<file path="src/rtl/bpu_pkg.sv">
// Shared types and constants for the branch resolution unit.
//   bru_state_e : resolution FSM states (RUN, FLUSH)
//   bru_entry_t : one in-flight prediction {pc, taken, target}
//   INSTR_BYTES : fall-through distance used for not-taken redirects
// Address fields are sized to ADDR_MAX_BITS so one struct serves every
// ADDRESS_BITS instantiation; narrower addresses are zero-extended and the
// constant upper bits disappear in synthesis.
package bpu_pkg;

  localparam int unsigned INSTR_BYTES   = 4;
  localparam int unsigned ADDR_MAX_BITS = 64;

  typedef enum logic {
    RUN   = 1'b0,
    FLUSH = 1'b1
  } bru_state_e;

  typedef struct packed {
    logic [ADDR_MAX_BITS-1:0] pc;
    logic                     taken;
    logic [ADDR_MAX_BITS-1:0] target;
  } bru_entry_t;

  // Address of the instruction following a branch at 'pc'.
  function automatic logic [ADDR_MAX_BITS-1:0] fallthrough_pc(
    input logic [ADDR_MAX_BITS-1:0] pc
  );
    return pc + ADDR_MAX_BITS'(INSTR_BYTES);
  endfunction

endpackage

</file>
<file path="src/rtl/bru_pred_fifo.sv">
// In-order FIFO holding in-flight branch predictions.
//   clk, rst        : clock, asynchronous active-high reset
//   i_push/i_push_data : enqueue one entry (ignored when full or clearing)
//   i_pop           : dequeue the head entry (ignored when empty or clearing)
//   i_clear         : drop every entry; dominates push and pop
//   o_head          : oldest entry (valid while !o_empty)
//   o_full/o_empty  : occupancy flags
// DEPTH must be a power of two so the pointers wrap naturally.
module bru_pred_fifo #(
  parameter int unsigned DEPTH = 4,
  parameter int unsigned WIDTH = 32
) (
  input  logic             clk,
  input  logic             rst,
  input  logic             i_push,
  input  logic [WIDTH-1:0] i_push_data,
  input  logic             i_pop,
  input  logic             i_clear,
  output logic [WIDTH-1:0] o_head,
  output logic             o_full,
  output logic             o_empty
);

  localparam int unsigned PTR_W = (DEPTH > 1) ? $clog2(DEPTH) : 1;
  localparam int unsigned CNT_W = PTR_W + 1;

  logic [WIDTH-1:0] r_mem [DEPTH];
  logic [PTR_W-1:0] r_wr_ptr;
  logic [PTR_W-1:0] r_rd_ptr;
  logic [CNT_W-1:0] r_count;

  logic w_do_push;
  logic w_do_pop;

  assign o_full    = (r_count == CNT_W'(DEPTH));
  assign o_empty   = (r_count == '0);
  assign o_head    = r_mem[r_rd_ptr];

  assign w_do_push = i_push && !o_full && !i_clear;
  assign w_do_pop  = i_pop && !o_empty && !i_clear;

  // Storage needs no reset: occupancy alone decides what is valid.
  always_ff @(posedge clk) begin
    if (w_do_push) begin
      r_mem[r_wr_ptr] <= i_push_data;
    end
  end

  always_ff @(posedge clk or posedge rst) begin
    if (rst) begin
      r_wr_ptr <= '0;
      r_rd_ptr <= '0;
      r_count  <= '0;
    end else if (i_clear) begin
      r_wr_ptr <= '0;
      r_rd_ptr <= '0;
      r_count  <= '0;
    end else begin
      if (w_do_push) begin
        r_wr_ptr <= r_wr_ptr + PTR_W'(1);
      end
      if (w_do_pop) begin
        r_rd_ptr <= r_rd_ptr + PTR_W'(1);
      end
      case ({w_do_push, w_do_pop})
        2'b10:   r_count <= r_count + CNT_W'(1);
        2'b01:   r_count <= r_count - CNT_W'(1);
        default: r_count <= r_count;
      endcase
    end
  end

endmodule

</file>
<file path="src/rtl/branch_resolution_unit.sv">
// Branch resolution unit: queues predictions from the branch predictor,
// compares the oldest one against the execute-stage outcome, trains the
// predictor on every resolution and flushes/redirects fetch on mispredict.
//   clk, reset                         : clock, asynchronous active-high reset
//   pred_valid/pc/taken/target, pred_ready : prediction push interface
//   res_valid/taken/target, res_ready  : resolution (pop) interface
//   update_valid, update_pc, actual_pred : predictor training strobe
//   flush, redirect_pc                 : one-cycle flush pulse + restart PC
//   mispredict_count                   : saturating mispredict counter
module branch_resolution_unit
  import bpu_pkg::*;
#(
  parameter int unsigned ADDRESS_BITS = 32,
  parameter int unsigned DEPTH        = 4
) (
  input  logic                    clk,
  input  logic                    reset,
  input  logic                    pred_valid,
  input  logic [ADDRESS_BITS-1:0] pred_pc,
  input  logic                    pred_taken,
  input  logic [ADDRESS_BITS-1:0] pred_target,
  output logic                    pred_ready,
  input  logic                    res_valid,
  input  logic                    res_taken,
  input  logic [ADDRESS_BITS-1:0] res_target,
  output logic                    res_ready,
  output logic                    update_valid,
  output logic [ADDRESS_BITS-1:0] update_pc,
  output logic                    actual_pred,
  output logic                    flush,
  output logic [ADDRESS_BITS-1:0] redirect_pc,
  output logic [15:0]             mispredict_count
);

  bru_state_e              r_state;
  logic                    r_update_valid;
  logic [ADDRESS_BITS-1:0] r_update_pc;
  logic                    r_actual_pred;
  logic                    r_flush;
  logic [ADDRESS_BITS-1:0] r_redirect_pc;
  logic [15:0]             r_mispredict_count;

  bru_entry_t              w_push_entry;
  bru_entry_t              w_head;
  logic                    w_full;
  logic                    w_empty;
  logic                    w_push;
  logic                    w_pop;
  logic                    w_target_miss;
  logic                    w_mispredict;
  logic [ADDRESS_BITS-1:0] w_head_pc;
  logic [ADDRESS_BITS-1:0] w_fallthrough;
  logic [ADDRESS_BITS-1:0] w_redirect;

  // Handshakes: nothing is accepted or resolved during the flush cycle.
  assign pred_ready = (r_state == RUN) && !w_full;
  assign res_ready  = (r_state == RUN) && !w_empty;
  assign w_push     = pred_valid && pred_ready;
  assign w_pop      = res_valid && res_ready;

  always_comb begin
    w_push_entry        = '0;
    w_push_entry.pc     = ADDR_MAX_BITS'(pred_pc);
    w_push_entry.taken  = pred_taken;
    w_push_entry.target = ADDR_MAX_BITS'(pred_target);
  end

  // A push coinciding with a mispredicting pop is discarded by the clear.
  bru_pred_fifo #(
    .DEPTH (DEPTH),
    .WIDTH ($bits(bru_entry_t))
  ) u_fifo (
    .clk         (clk),
    .rst         (reset),
    .i_push      (w_push),
    .i_push_data (w_push_entry),
    .i_pop       (w_pop),
    .i_clear     (w_mispredict),
    .o_head      (w_head),
    .o_full      (w_full),
    .o_empty     (w_empty)
  );

  // Target only matters when the branch was actually taken.
  assign w_target_miss = (w_head.target != ADDR_MAX_BITS'(res_target));
  assign w_mispredict  = w_pop &&
                         ((w_head.taken != res_taken) || (res_taken && w_target_miss));

  assign w_head_pc     = ADDRESS_BITS'(w_head.pc);
  assign w_fallthrough = ADDRESS_BITS'(fallthrough_pc(w_head.pc));
  assign w_redirect    = res_taken ? res_target : w_fallthrough;

  always_ff @(posedge clk or posedge reset) begin
    if (reset) begin
      r_state        <= RUN;
      r_update_valid <= 1'b0;
      r_update_pc    <= '0;
      r_actual_pred  <= 1'b0;
      r_flush        <= 1'b0;
      r_redirect_pc  <= '0;
    end else begin
      r_update_valid <= w_pop;
      r_flush        <= w_mispredict;
      if (w_pop) begin
        r_update_pc   <= w_head_pc;
        r_actual_pred <= res_taken;
      end
      if (w_mispredict) begin
        r_redirect_pc <= w_redirect;
      end
      case (r_state)
        RUN:     if (w_mispredict) r_state <= FLUSH;
        FLUSH:   r_state <= RUN;
        default: r_state <= RUN;
      endcase
    end
  end

  always_ff @(posedge clk or posedge reset) begin
    if (reset) begin
      r_mispredict_count <= '0;
    end else if (w_mispredict && (r_mispredict_count != '1)) begin
      r_mispredict_count <= r_mispredict_count + 16'd1;
    end
  end

  assign update_valid     = r_update_valid;
  assign update_pc        = r_update_pc;
  assign actual_pred      = r_actual_pred;
  assign flush            = r_flush;
  assign redirect_pc      = r_redirect_pc;
  assign mispredict_count = r_mispredict_count;

endmodule

</file>
<file path="config.mk">
export PLATFORM = sky130hd
export DESIGN_NAME = branch_resolution_unit
export DESIGN_NICKNAME = d
export VERILOG_FILES = /design/src/rtl/bpu_pkg.sv /design/src/rtl/bru_pred_fifo.sv /design/src/rtl/branch_resolution_unit.sv
export SDC_FILE = /design/constraint.sdc
export NUM_CORES = 1
export LEC_CHECK = 0
export CAP_MARGIN = 20
export CORE_AREA = 2 2 222 224
export CTS_CLUSTER_DIAMETER = 150
export DETAILED_ROUTE_END_ITERATION = 6
export DIE_AREA = 0 0 224 226
export GPL_ROUTABILITY_DRIVEN = 1
export PLACE_DENSITY = 0.69
export SLEW_MARGIN = 40
export SYNTH_ARGS = -nofsm -noshare
export SYNTH_HDL_FRONTEND = slang
export SYNTH_HIERARCHICAL = 1
export SYNTH_SLANG_ARGS = --single-unit
</file>
<file path="constraint.sdc">
create_clock -name clk -period 12.64 [get_ports clk]
set_input_delay 3.792 -clock clk [delete_from_list [all_inputs] [get_ports clk]]
set_output_delay 3.792 -clock clk [all_outputs]
set_load 0.005 [all_outputs]
</file>
==> impl_metrics.json, run 1 <==
{
  "grt_max_degree": 72,
  "required_ns": 12.85,
  "relSlewSlack_pct": 45.5,
  "diodes": 0,
  "setup_viol": 0,
  "dp_cells": 1916,
  "grt_antenna_before_repair": 2,
  "crit_type": "input pin to flip-flop",
  "seq_area_mm2": 0.0139,
  "tns_ns": 0,
  "fp.coreArea_mm2": 0.0483,
  "reg2reg_slack_ns": 6.21,
  "cts-htree-levels": 2,
  "clock_sinks": 479,
  "ff2ff_path_depth": 13,
  "post_cts_resized": 0,
  "whs_path_depth": 1,
  "holdPathEnd": "mispredict_count[8]",
  "routed-via-count": 10200,
  "drive_gt1_share_pct": 19.1,
  "r2r_end": "u_fifo/r_mem[3][48]",
  "first_pass_iters": 5,
  "worstPathMaxFanout": 62,
  "hpwl_mm": 29.6,
  "dp_slack_ns": 4.29,
  "fin_crit_sh_pct": 61.8,
  "post_cts_buffers": 0,
  "yosys_warnings": 6,
  "ant_nets": 0,
  "finalHoldViolCount": 0,
  "fillers": 3952,
  "path_clk_slew_ns": 0.06,
  "vdd_drop_max_mv": 0.103,
  "cts-root-buf": "clkbuf_16",
  "wl_per_cell_um": 22.0,
  "port_buffers": 186,
  "worstHoldStart": "mispredict_count[8]",
  "fin_worst_skew_ns": 0.0321,
  "grt_pass1_vias": 10300,
  "arrival_ns": 8.02,
  "drt-initial-drc-count": 855,
  "status": "finished, final reports clean",
  "rows": 81,
  "final_cells": 2009,
  "place_area_mm2": 0.0222,
  "finish.instance_area_mm2": 0.0238,
  "boundaryPins": 187,
  "cts_tree": "built",
  "setup_ws_ns": 4.83,
  "track_usage_pct": 17.5,
  "synth_area_mm2": 0.0193,
  "clk_latency_ns": 0.59,
  "drc": 0,
  "leakage_uw": 0.00819,
  "start_util_pct": 39.8,
  "pwr_density_cell_mw_per_mm2": 216,
  "place.gp.congestion": 0.834,
  "routed_wirelength_mm": 44.2,
  "max-cap-violations": 0,
  "layout_min_cycle_time_ns": 7.81,
  "nets": 1455,
  "syn_avg_cell_area_um2": 18.9,
  "area_delta_synth_final_pct": 23.7,
  "die_height_um": 226,
  "report.final.slew_viol_count": 0,
  "fmax_mhz": 128,
  "numCtsBuffers": 49,
  "multi_input_area_mm2": 0.00548,
  "grt_setup_unrepaired": "false",
  "postCtsHoldBufs": 0,
  "r2r_start": "u_fifo/r_rd_ptr[1]",
  "die_area_mm2": 0.0506,
  "hold_ws_ns": 0.503,
  "grt_pass1_wl_mm": 65.2,
  "hp-class": "flip-flop to flip-flop",
  "start_kind": "input pin",
  "grt-ovfl-total": 0,
  "clockBufferDepth": 3,
  "tightest_slew_ns": 0.818,
  "worstSetupEndpointType": "flip-flop",
  "fp.dieW_um": 224,
  "syn_inst": 1019,
  "vias_per_cell": 5.06
}
-- power by group --
group	switching, uW	leakage [uW]	internal [uW]
Sequential	171	0.00464	2040
Clock	589	0.000783	829
Combinational	735	0.00277	784
Total	1500	0.00819	3660
-- cell usage in the layout (no fill, tap or decap), types with 7 or more instances in the layout --
cell	count
mux4_2	97
xor2_1	30
nand2_1	38
nand3_1	27
conb_1	128
a21oi_1	7
nand4_1	17
nor3_1	12
clkinv_2	7
xnor2_1	37
nor2_1	19
clkbuf_16	52
o21ai_0	32
inv_1	15
and3_1	10
edfxtp_1	388
nor4_1	17
buf_4	7
clkdlybuf4s50_1	185
mux2_2	59
clkbuf_1	13
mux2_4	9
dfrtp_1	89
clkinv_1	8
-- how the worst max path moves through the flow --
stage | start | endpoint | cells after the start
finish | res_target[10] | u_fifo/r_mem[3][48] | 12
global route | res_target[10] | u_fifo/r_mem[1][64] | 12
CTS | res_target[10] | u_fifo/r_mem[1][64] | 12
detailed placement | res_target[10] | u_fifo/r_mem[1][44] | 12
global placement | res_target[3] | u_fifo/r_mem[1][44] | 12
floorplan | res_taken | u_fifo/r_mem[0][0] | 11
-- state kept, by name, summed over array words and instances, names as in the netlist, 2 cells and up --
name	count
u_fifo/r_mem	388
redirect_pc	32
update_pc	32
mispredict_count	16
u_fifo/r_count	3
u_fifo/r_rd_ptr	2
u_fifo/r_wr_ptr	2
-- critical path, cell delays in order --
cell,delay [ns]
clkdlybuf4s50_1,0.55
xnor2_1,0.34
nand4_1,0.22
nor2_1,0.18
nand4_1,0.15
nor4_4,0.31
buf_4,0.33
nor2_4,0.04
buf_4,0.32
nor3_1,0.44
and2_4,0.60
buf_6,0.62
-- area by class of cell --
| class | count | area share (%) |
|---|---|---|
| flip-flops and latches | 479 | 58.5 |
| clock buffers | 71 | 6.01 |
| repair buffers | 199 | 8.33 |
| well taps | 622 | 3.27 |
| multi-input cells | 601 | 23.0 |
| clock inverters | 21 | 0.693 |
| inverters | 16 | 0.257 |
-- stage by stage --
| step | total power, uW | utilization, % |
|---|---|---|
| global route | 5390 | 49.3 |
| floorplan | 3160 | - |
| global placement | 3750 | 45.9 |
| detailed placement | 3780 | 46.0 |
| finish | 5150 | 49.3 |
| CTS | 5210 | 49.3 |
-- metal layers --
metal | vias up | track usage (%) | wire length (um)
met4 | 4 | 4.56 | 816
met3 | 68 | 3.45 | 2960
met1 | 5174 | 23.8 | 18900
li1 | 4564 | - | -
met2 | 350 | 29.1 | 21500
met5 | - | 0 | 27
No activity file was read; power rests on OpenSTA's default activity.
==> run 2: changes to the inputs <==
==> constraint.sdc (replaced) <==
create_clock -name clk -period 7.5 [get_ports clk]
set_input_delay 2.25 -clock clk [delete_from_list [all_inputs] [get_ports clk]]
set_output_delay 2.25 -clock clk [all_outputs]
set_load 0.005 [all_outputs]
==> impl_metrics.json, run 2 (synthesis results as in run 1) <==
{
  "postCtsHoldBufs": 0,
  "wl_per_cell_um": 21.7,
  "r2r_start": "u_fifo/r_rd_ptr[0]",
  "grt-ovfl-total": 0,
  "vias_per_cell": 5.11,
  "drc": 0,
  "r2r_end": "u_fifo/r_mem[0][65]",
  "fillers": 3916,
  "nets": 1462,
  "layout_commonest_cell": "edfxtp_1",
  "grt_max_degree": 98,
  "leakage_uw": 0.00825,
  "multi_input_area_mm2": 0.00547,
  "worstHoldStart": "mispredict_count[10]",
  "fin_crit_sh_pct": 74.3,
  "clock_sinks": 479,
  "tns_ns": 0,
  "cts-root-buf": "clkbuf_16",
  "first_pass_iters": 7,
  "max-cap-violations": 0,
  "relSlewSlack_pct": 50.3,
  "crit_buf_inv": 4,
  "crit_chain": "buf_12, buf_4, mux4_2, xnor2_1, nand4_1, nor2_1, nand4_1, nor4_4, buf_4, nor2_4, nor3_1, and2_4, buf_12",
  "slowest_stage": "dfrtp_4",
  "routed-via-count": 10300,
  "seq_area_mm2": 0.0139,
  "fin_worst_skew_ns": 0.0127,
  "status": "finished, final reports clean",
  "hpwl_mm": 29.8,
  "post_cts_resized": 0,
  "diodes": 0,
  "start_kind": "flip-flop",
  "max_stage_delay_ns": 0.84,
  "area_delta_synth_final_pct": 24.5,
  "grt_pass1_wl_mm": 65.9,
  "numCtsBuffers": 49,
  "clockBufferDepth": 3,
  "largest_reg_flops": 388,
  "path_clk_slew_ns": 0.06,
  "grt_pass1_vias": 10500,
  "finalHoldViolCount": 0,
  "layout_common_cells": "edfxtp_1 (388), clkdlybuf4s50_1 (185), conb_1 (128), mux4_2 (97), dfrtp_1 (89)",
  "track_usage_pct": 17.6,
  "vdd_drop_max_mv": 0.175,
  "die_area_mm2": 0.0506,
  "worstSetupEndpointType": "flip-flop",
  "report.final.slew_viol_count": 0,
  "tightest_slew_ns": 0.746,
  "rows": 81,
  "place.gp.congestion": 0.840,
  "fmax_mhz": 179,
  "die_height_um": 226,
  "fp.coreArea_mm2": 0.0483,
  "grt_antenna_before_repair": 1,
  "holdPathEnd": "mispredict_count[10]",
  "hp-class": "flip-flop to flip-flop",
  "port_buffers": 186,
  "total_power_uw": 8740,
  "arrival_ns": 5.81,
  "boundaryPins": 187,
  "routed_wirelength_mm": 43.8,
  "cts-htree-levels": 2,
  "crit_type": "flip-flop to flip-flop",
  "ant_nets": 0,
  "clk_latency_ns": 0.57,
  "drive_gt1_share_pct": 19.4,
  "cp_top_family": "simple AND/OR/NAND/NOR gates",
  "whs_path_depth": 1,
  "grt_setup_unrepaired": "false",
  "start_util_pct": 39.8,
  "fp.dieW_um": 224,
  "drt-initial-drc-count": 972,
  "cts_tree": "built",
  "pwr_density_cell_mw_per_mm2": 365,
  "worstPathMaxFanout": 49,
  "required_ns": 7.74,
  "layout_min_cycle_time_ns": 5.57,
  "setup_viol": 0,
  "ff2ff_path_depth": 13,
  "post_cts_buffers": 0,
  "reg2reg_slack_ns": 1.93,
  "top_register": "u_fifo/r_mem"
}
## run 2: cell count changes in the layout (fill, tap and decap cells not counted), moves of 2 or more
cell	change
buf_12	+8
buf_6	-4
clkbuf_8	-4
clkbuf_1	+2
buf_4	+3
clkinv_1	-2
clkinv_4	-2
bufinv_16	+2
## run 2: cell type report
type	instances	area share [%]
Multi-Input combinational cell	601	22.8
Sequential cell	479	58.1
Tap cell	622	3.25
Clock buffer	69	5.78
Timing Repair Buffer	206	8.86
Clock inverter	23	0.924
Inverter	16	0.256
## run 2: layer usage
metal	vias up	global-route usage (%)	share of wire [%]	wire [um]
li1	4587	-	-	-
met1	5276	24.3	43	18700
met2	372	28.1	48	20900
met3	59	3.89	7.5	3280
met4	2	4.95	1.9	853
met5	-	0	0.027	12
## run 2: worst max-delay path by stage
stage | start | to | slack (ns) | cells past startpoint
2_1_floorplan | res_taken | u_fifo/r_mem[0][0] | 0.52 | 11
3_3_place_gp | res_target[10] | u_fifo/r_mem[0][3] | 1.43 | 11
3_5_place_dp | res_target[10] | u_fifo/r_mem[0][44] | 1.35 | 11
4_1_cts | u_fifo/r_rd_ptr[0] | u_fifo/r_mem[0][41] | 1.77 | 13
5_1_grt | u_fifo/r_rd_ptr[0] | u_fifo/r_mem[2][87] | 1.47 | 13
6_report | u_fifo/r_rd_ptr[0] | u_fifo/r_mem[0][65] | 1.93 | 13
## run 2: worst register-to-register path, cell delays in order, from the launching register on
cell	delay, ns
dfrtp_4	0.84
buf_12	0.35
buf_4	0.52
mux4_2	0.65
xnor2_1	0.19
nand4_1	0.21
nor2_1	0.18
nand4_1	0.18
nor4_4	0.31
buf_4	0.32
nor2_4	0.05
nor3_1	0.38
and2_4	0.63
buf_12	0.40
## run 2: metrics by stage
step                      setup WS (ns)  instances  cell area (um^2)  util (%)  hold slack (ns)
final                              1.93       2016             24000      49.6            0.504
after detailed placement           1.35       1924             22400      46.3            0.489
after CTS                          1.77       2016             24000      49.6            0.497
after global routing               1.47       2016             24000      49.6            0.515
after global placement             1.43       1922             22300      46.2            0.487
after floorplan                   0.523       1146             19700         -            0.477
## run 2: power by group
part	leakage [uW]	switching, uW	internal (uW)	total, uW
sequential	0.00464	274	3440	3720
clock	0.000780	979	1430	2410
combinational	0.00283	1270	1360	2620
total	0.00825	2520	6230	8740
==> run 3: changes to the inputs <==
--- a/config.mk
+++ b/config.mk
@@ -11,7 +11,7 @@
 export DETAILED_ROUTE_END_ITERATION = 6
 export DIE_AREA = 0 0 224 226
 export GPL_ROUTABILITY_DRIVEN = 1
-export PLACE_DENSITY = 0.69
+export PLACE_DENSITY = 0.72
 export SLEW_MARGIN = 40
 export SYNTH_ARGS = -nofsm -noshare
 export SYNTH_HDL_FRONTEND = slang
==> constraint.sdc (replaced) <==
create_clock -name clk -period 5.1 [get_ports clk]
set_input_delay 1.53 -clock clk [delete_from_list [all_inputs] [get_ports clk]]
set_output_delay 1.53 -clock clk [all_outputs]
set_load 0.005 [all_outputs]
==> impl_metrics.json, run 3 (synthesis results as in run 1) <==
{
  "dp_slack_ns": 0.163,
  "status": "finished, final reports clean",
  "fin_crit_sh_pct": 91.7,
  "grt_antenna_before_repair": 3,
  "grt_setup_unrepaired": "false",
  "area_delta_synth_final_pct": 24.7,
  "start_util_pct": 39.8,
  "report.final.slew_viol_count": 0,
  "hp-class": "flip-flop to flip-flop",
  "tightest_slew_ns": 0.731,
  "track_usage_pct": 18.2,
  "multi_input_area_mm2": 0.00547,
  "top_register": "u_fifo/r_mem",
  "first_pass_iters": 6,
  "cts_tree": "built",
  "grt-ovfl-total": 0,
  "layout_min_cycle_time_ns": 4.68,
  "drive_gt1_share_pct": 19.9,
  "fin_worst_skew_ns": 0.0117,
  "layout_commonest_cell": "edfxtp_1",
  "postCtsHoldBufs": 0,
  "boundaryPins": 187,
  "cts-htree-levels": 2,
  "rows": 81,
  "pwr_density_cell_mw_per_mm2": 531,
  "leakage_uw": 0.00828,
  "vias_per_cell": 5.16,
  "die_height_um": 226,
  "routed_wirelength_mm": 44.9,
  "fillers": 3939,
  "post_cts_buffers": 0,
  "seq_area_mm2": 0.0139,
  "post_cts_resized": 0,
  "hpwl_mm": 31.1,
  "start_kind": "flip-flop",
  "crit_type": "flip-flop to flip-flop",
  "worstPathMaxFanout": 35,
  "nets": 1470,
  "clockBufferDepth": 3,
  "routed-via-count": 10400,
  "clk_latency_ns": 0.57,
  "drc": 0,
  "fp.coreArea_mm2": 0.0483,
  "tns_ns": 0,
  "grt_pass1_wl_mm": 67.6,
  "relSlewSlack_pct": 50.9,
  "vdd_drop_max_mv": 0.268,
  "clock_sinks": 479,
  "cts-root-buf": "clkbuf_16",
  "finalHoldViolCount": 0,
  "arrival_ns": 4.93,
  "setup_viol": 0,
  "drt-initial-drc-count": 987,
  "fp.dieW_um": 224,
  "setup_ws_ns": 0.425,
  "numCtsBuffers": 49,
  "place.gp.congestion": 0.820,
  "reg2reg_slack_ns": 0.42,
  "port_buffers": 186,
  "ant_nets": 0,
  "path_clk_slew_ns": 0.06,
  "largest_reg_flops": 388,
  "layout_common_cells": "edfxtp_1 (388), clkdlybuf4s50_1 (185), conb_1 (128), mux4_2 (97), dfrtp_1 (89)",
  "grt_pass1_vias": 10900,
  "max-cap-violations": 0,
  "fmax_mhz": 214,
  "grt_max_degree": 56,
  "required_ns": 5.35,
  "die_area_mm2": 0.0506,
  "wl_per_cell_um": 22.2,
  "worstSetupEndpointType": "flip-flop"
}
run 3: cell count changes in the layout (fill, tap and decap cells not counted), sizes merged:
| cell | previous run | this run |
|---|---|---|
| clkbuf | 69 | 71 |
| diode | 0 | 1 |
| clkinv | 14 | 15 |
| buf | 21 | 29 |
| clkinvlp | 3 | 0 |
| bufinv | 4 | 1 |
| inv | 18 | 19 |
run 3: worst paths after layout:
path,startpoint,endpoint,cells after the start
max,u_fifo/r_rd_ptr[0],u_fifo/r_mem[2][2],10
min,update_pc[16],update_pc[16],1
max reg2reg,u_fifo/r_rd_ptr[0],u_fifo/r_mem[2][2],10
min reg2reg,update_pc[16],update_pc[16],1
max in group asynchronous,reset,update_pc[5],3
min in group asynchronous,reset,u_fifo/r_count[0],2
run 3: routing by layer:
metal	global-route usage [%]	share of wire, %	vias to the layer above
met3	4.10	7.8	73
li1	-	-	4610
met1	24.2	41	5304
met4	5.81	2.5	2
met2	29.8	49	442
met5	0	0.029	-
run 3: final cells by class:
| type | count | area share (%) |
|---|---|---|
| well taps | 622 | 3.24 |
| diodes | 1 | 0.0104 |
| flip-flops and latches | 479 | 58.0 |
| multi-input cells | 601 | 22.8 |
| clock inverters | 19 | 0.536 |
| clock buffers | 71 | 5.79 |
| repair buffers | 214 | 9.38 |
| inverters | 16 | 0.271 |
run 3: worst max-delay path, cell delays in order, from the launching register on:
cell and delay, ns:
dfrtp_4 0.73, mux4_2 0.59, nor4_1 0.61, nand4_1 0.17, nor4_1 0.34, nand4_1 0.23
nor4_4 0.41, nor2_4 0.07, nor3_1 0.42, and2_4 0.45, buf_12 0.28
run 3: per-stage QoR:
| step | area [um^2] | instances | hold WS (ns) | power (uW) | utilization [%] |
|---|---|---|---|---|---|
| 2_1_floorplan | 19700 | 1146 | 0.477 | 7800 | - |
| 3_3_place_gp | 22500 | 1932 | 0.487 | 9450 | 46.5 |
| 3_5_place_dp | 22500 | 1932 | 0.493 | 9520 | 46.6 |
| 4_1_cts | 24000 | 2022 | 0.511 | 12900 | 49.7 |
| 5_1_grt | 24000 | 2022 | 0.519 | 13400 | 49.7 |
| 6_report | 24000 | 2023 | 0.510 | 12800 | 49.7 |
run 3: report_power, final:
part / switching (uW) / internal [uW] / total, uW
sequential: 424 / 5060 / 5480
clock: 1420 / 1940 / 3370
combinational: 1880 / 2040 / 3920
